File: config.mk
export PLATFORM = sky130hd
export DESIGN_NAME = fifo_bram_fwft
export DESIGN_NICKNAME = d
export VERILOG_FILES = /design/src/rtl/fifo_bram_fwft.sv
export SDC_FILE = /design/constraint.sdc
export NUM_CORES = 1
export LEC_CHECK = 0
export CORE_ASPECT_RATIO = 1.5
export CORE_MARGIN = 2
export CORE_UTILIZATION = 50
export CTS_CLUSTER_SIZE = 24
export DETAILED_ROUTE_END_ITERATION = 6
export DONT_BUFFER_PORTS = 1
export RECOVER_POWER = 25
export SLEW_MARGIN = 20
export SYNTH_ARGS = -nofsm -noshare
export SYNTH_HDL_FRONTEND = slang
export SYNTH_SLANG_ARGS = --single-unit
File: constraint.sdc
create_clock -name clk -period 4.3 [get_ports clk]
set_input_delay 0.86 -clock clk [delete_from_list [all_inputs] [get_ports clk]]
set_output_delay 0.86 -clock clk [all_outputs]
set_load 0.01 [all_outputs]
File: src/rtl/fifo_bram_fwft.sv
// fifo_bram_fwft: first-word-fall-through FIFO built on a registered-read block RAM with a prefetch stage.
// Define FIFO_BRAM_ERRFLAG_EN to build the sticky overflow/underflow flags cleared by errclr.
module fifo_bram_fwft #(
    parameter int DATAWIDTH = 13,
    parameter int ADDRBIT   = 4,
    parameter int AFULL_TH  = 12,
    parameter int AEMPTY_TH = 2
) (
    input  logic                 clk,
    input  logic                 rst,
    input  logic                 flush,
    input  logic                 fifowr,
    input  logic [DATAWIDTH-1:0] fifo_data_in,
    output logic                 fifofull,
    output logic                 almostfull,
    input  logic                 fiford,
    output logic [DATAWIDTH-1:0] fifo_data_out,
    output logic                 notempty,
    output logic                 almostempty,
    output logic [ADDRBIT:0]     fifolen,
    output logic                 overflow,
    output logic                 underflow,
    input  logic                 errclr
);

    localparam int               CAP      = 1 << ADDRBIT;
    localparam logic [ADDRBIT:0] CAP_L    = (ADDRBIT+1)'(CAP);
    localparam logic [ADDRBIT:0] AFULL_L  = (ADDRBIT+1)'(AFULL_TH);
    localparam logic [ADDRBIT:0] AEMPTY_L = (ADDRBIT+1)'(AEMPTY_TH);
    localparam logic [ADDRBIT:0] ONE_L    = (ADDRBIT+1)'(1);

    logic [DATAWIDTH-1:0] r_mem [0:CAP-1];
    logic [ADDRBIT:0]     r_wptr;
    logic [ADDRBIT:0]     r_rptr;
    logic [DATAWIDTH-1:0] r_ram_q;
    logic [DATAWIDTH-1:0] r_byp;
    logic                 r_q_byp;
    logic                 r_q_vld;
    logic [DATAWIDTH-1:0] r_dout;
    logic                 r_dout_vld;
    logic [ADDRBIT:0]     r_cnt;
    logic                 r_full;
    logic                 r_afull;
    logic                 r_aempty;

    logic                 w_push;
    logic                 w_pop;
    logic [ADDRBIT:0]     w_ram_cnt;
    logic                 w_ram_empty;
    logic                 w_out_take;
    logic                 w_q_free;
    logic                 w_q_to_out;
    logic                 w_in_to_out;
    logic                 w_in_to_q;
    logic                 w_wr_ram;
    logic                 w_rd;
    logic [DATAWIDTH-1:0] w_q_data;
    logic [ADDRBIT:0]     w_cnt_nxt;

    assign w_push      = fifowr & ~r_full & ~flush;
    assign w_pop       = fiford & r_dout_vld & ~flush;
    assign w_ram_cnt   = r_wptr - r_rptr;
    assign w_ram_empty = (w_ram_cnt == '0);

    // The middle stage holds either a RAM read result or a word bypassed from the input, so a fresh
    // push never waits a cycle in RAM while older data drains; that keeps pops gap-free.
    assign w_out_take  = ~r_dout_vld | w_pop;
    assign w_q_free    = ~r_q_vld | w_out_take;
    assign w_q_to_out  = r_q_vld & w_out_take & ~flush;
    assign w_in_to_out = w_push & w_out_take & ~r_q_vld & w_ram_empty;
    assign w_in_to_q   = w_push & ~w_in_to_out & w_ram_empty & w_q_free;
    assign w_wr_ram    = w_push & ~w_in_to_out & ~w_in_to_q;
    assign w_rd        = ~w_ram_empty & w_q_free & ~flush;
    assign w_q_data    = r_q_byp ? r_byp : r_ram_q;

    always_comb begin
        w_cnt_nxt = r_cnt;
        if (flush) begin
            w_cnt_nxt = '0;
        end else begin
            case ({w_push, w_pop})
                2'b10:   w_cnt_nxt = r_cnt + ONE_L;
                2'b01:   w_cnt_nxt = r_cnt - ONE_L;
                default: w_cnt_nxt = r_cnt;
            endcase
        end
    end

    always_ff @(posedge clk) begin
        if (w_wr_ram) begin
            r_mem[r_wptr[ADDRBIT-1:0]] <= fifo_data_in;
        end
        if (w_rd) begin
            r_ram_q <= r_mem[r_rptr[ADDRBIT-1:0]];
        end
        if (w_in_to_q) begin
            r_byp <= fifo_data_in;
        end
    end

    always_ff @(posedge clk) begin
        if (rst) begin
            r_wptr     <= '0;
            r_rptr     <= '0;
            r_q_vld    <= 1'b0;
            r_q_byp    <= 1'b0;
            r_dout     <= '0;
            r_dout_vld <= 1'b0;
            r_cnt      <= '0;
            r_full     <= 1'b0;
            r_afull    <= 1'b0;
            r_aempty   <= 1'b1;
        end else begin
            if (flush) begin
                r_wptr     <= '0;
                r_rptr     <= '0;
                r_q_vld    <= 1'b0;
                r_dout_vld <= 1'b0;
            end else begin
                if (w_wr_ram) begin
                    r_wptr <= r_wptr + ONE_L;
                end
                if (w_rd) begin
                    r_rptr <= r_rptr + ONE_L;
                end
                if (w_rd | w_in_to_q) begin
                    r_q_vld <= 1'b1;
                    r_q_byp <= w_in_to_q;
                end else if (w_q_to_out) begin
                    r_q_vld <= 1'b0;
                end
                if (w_q_to_out) begin
                    r_dout     <= w_q_data;
                    r_dout_vld <= 1'b1;
                end else if (w_in_to_out) begin
                    r_dout     <= fifo_data_in;
                    r_dout_vld <= 1'b1;
                end else if (w_pop) begin
                    r_dout_vld <= 1'b0;
                end
            end
            r_cnt    <= w_cnt_nxt;
            r_full   <= (w_cnt_nxt == CAP_L);
            r_afull  <= (w_cnt_nxt >= AFULL_L);
            r_aempty <= (w_cnt_nxt <= AEMPTY_L);
        end
    end

    assign fifofull      = r_full;
    assign almostfull    = r_afull;
    assign almostempty   = r_aempty;
    assign notempty      = r_dout_vld;
    assign fifo_data_out = r_dout;
    assign fifolen       = r_cnt;

`ifdef FIFO_BRAM_ERRFLAG_EN
    logic r_ovf;
    logic r_unf;
    logic w_ovf_set;
    logic w_unf_set;

    assign w_ovf_set = fifowr & r_full & ~flush;
    assign w_unf_set = fiford & ~r_dout_vld & ~flush;

    // A same-cycle error event wins over errclr so no event is ever lost.
    always_ff @(posedge clk) begin
        if (rst) begin
            r_ovf <= 1'b0;
            r_unf <= 1'b0;
        end else begin
            if (w_ovf_set) begin
                r_ovf <= 1'b1;
            end else if (errclr) begin
                r_ovf <= 1'b0;
            end
            if (w_unf_set) begin
                r_unf <= 1'b1;
            end else if (errclr) begin
                r_unf <= 1'b0;
            end
        end
    end

    assign overflow  = r_ovf;
    assign underflow = r_unf;
`else
    logic w_unused_errclr;
    assign w_unused_errclr = errclr;
    assign overflow        = 1'b0;
    assign underflow       = 1'b0;
`endif

endmodule

==> flow_summary.toml <==
[synth]
yosys.area.top_type_share_pct = 64.3
async_flop_share_pct = 0
synth_compound_area_share_pct = 5.77
synthMuxAreaShare_pct = 12.1
avgSynthCellArea_um2 = 16.7
yosys.area_share.simple_pct = 6.63
yosysTopAreaCell = "edfxtp_1"
synth_adder_area_share_pct = 1.37
synthesis.area_mm2 = 0.0109
yosysSeqAreaShare_pct = 70.5
synth_top_family_by_area = "multiplexers"
postSynthCellCount = 655
synthDistinctLibCells = 46
netlist_top_cells_area = "edfxtp_1, mux4_2, dfxtp_1"
synth_edf_count = 234
synth_xor_area_share_pct = 1.18
yosys_warnings = 0
yosys_register_bits = 268
synth_ff_type = "edfxtp_1"

[clocking]
cts_tree = "built"
cts_setup_buffers = 0
numCtsBuffers = 26
htree_num_levels = 1
cts_root_buf = "clkbuf_16"
cts_resized = 0
postCtsHoldBufs = 0
clockBufferDepth = 3
clk_latency_ns = 0.52
clk_pin_slew_ns = 0.06
cts.sinks = 268

[global_routing]
grt_pass1_wl_mm = 35.0
grt_pass1_vias = 5955
grt_overflow = 0
antenna_found_initial = 0
gr-usage-all-layers_pct = 19.7
grt_max_degree = 44

[place]
place.gp.congestion = 0.805
place_hpwl_mm = 14.4
place_inst = 907
pre_cts_slack_ns = 0.981
io_buffers = 0
dpl_cell_area_mm2 = 0.0113

[route]
drtIter0Drc = 400
avgRoutedWirePerCell_um = 23.1
routed_via_density = 5.86
drc = 0
drt-total-wl_mm = 22.1
detail-route-antenna-nets = 0
via_count = 5588
firstDrtPassIters = 4

[finish]
mostFrequentLayoutCell = "edfxtp_1"
final_cell_mix = "edfxtp_1, nand2_1, mux4_2, dfxtp_1, a31oi_1"
fin_util_pct = 56.1
area_growth_pct = 10.6
diodes = 0
drive_gt1_share_pct = 20.5
finish.net_count = 694
final_area_mm2 = 0.0121
final_cells = 954

[die]
initial_core_util_pct = 50.7
die_area_mm2 = 0.0231
rows = 66
core_area_mm2 = 0.0216
pin_count = 43
die_h_um = 185
dieWidth_um = 125

[job]
cap_viol_max_count = 0

[timing]
setup_viol_count_final = 0
setup_ws_ns = 1.27
post-route-period-util_pct = 70.4
tns_ns = 0
finalHoldViolCount = 0
fin_crit_ns = 3.03
worst_pin_slew_ns = 0.923
grt_setup_unrepaired = "no"
relSlewSlack_pct = 38.3
holdWs_ns = 0.395
slew_violations = 0
max_freq_mhz = 331
clock_skew_ns = 0.0121

[min_path]
hold_class = "input port to register"
hold_path_depth = 1

[worst_setup_path]
reg2regPathDepth = 6
path_max_fanout = 33
worstPathArrival_ns = 3.24
endpoint_kind = "register"
worstPathRequired_ns = 4.52
critPathKind = "register to register"
worstSetupStartpointType = "register"

[power]
powerDensity_mw_per_mm2 = 420
power_mw = 5.07
peakVddDrop_uv = 365
leakage_nw = 3.83

[outcome]
outcome = "complete, no violations"
-- per-layer routing --
metal | share of wire, % | vias to the layer above | global-route usage [%] | wire [um]
li1 | - | 2580 | - | -
met1 | 40 | 2839 | 24.7 | 8770
met2 | 53 | 133 | 35.3 | 11700
met3 | 4.9 | 36 | 3.06 | 1090
met4 | 2.4 | 0 | 6.16 | 525
met5 | 0 | - | 0 | 0
-- flip-flops by register name, summed over array words and instances, names as in the netlist --
register       flops
fifo_data_out     13
r_mem            208
r_q_vld            1
r_byp             13
r_q_byp            1
notempty           1
almostfull         1
fifolen            5
r_wptr             5
r_rptr             5
r_ram_q           13
almostempty        1
fifofull           1
-- where the power goes --
| group | switching [mW] | internal, mW |
|---|---|---|
| sequential | 0.0103 | 2.83 |
| clock | 0.928 | 1.26 |
| combinational | 0.0264 | 0.0164 |
| total | 0.965 | 4.11 |
-- worst paths after layout --
path	from	to	slack [ns]
hold reg to reg	r_rptr[4]	r_rptr[4]	0.53
setup / recovery	r_rptr[0]	r_byp[9]	1.27
hold / removal	rst	fifo_data_out[11]	0.39
setup reg to reg	r_rptr[0]	r_byp[9]	1.27
-- area by class of cell --
type | count | area (um^2)
fill | 1651 | 9470
sequential | 268 | 7710
multi-input combinational | 330 | 2980
clock buffer | 31 | 691
tap | 272 | 340
timing repair buffer | 24 | 180
clock inverter | 16 | 130
inverter | 13 | 48.8
-- synth_stat cells (all sizes together) (13+ instances only) --
master,count
buf,21
mux2i,15
clkbuf,24
a21oi,13
a31oi,29
dfxtp,34
edfxtp,234
nor2,27
a221oi,14
o21ai,21
inv,13
nand2,59
and3,13
mux4,52
-- kinds of logic after synthesis --
logic type,count (synthesis)
simple gates,148
flops,268
fa+ha+maj,12
xor+xnor,13
other cells,1
compound gates,88
buf+inv,58
mux,67
-- worst max-delay path, stage by stage, from the launching register on --
cell and delay, ns:
dfxtp_4 0.76, ha_1 0.27, nand2b_1 0.10, a221oi_1 0.42, nand4_1 0.62, nor2_1 0.26, buf_4 0.25
Power figures use the tool's default switching activity.
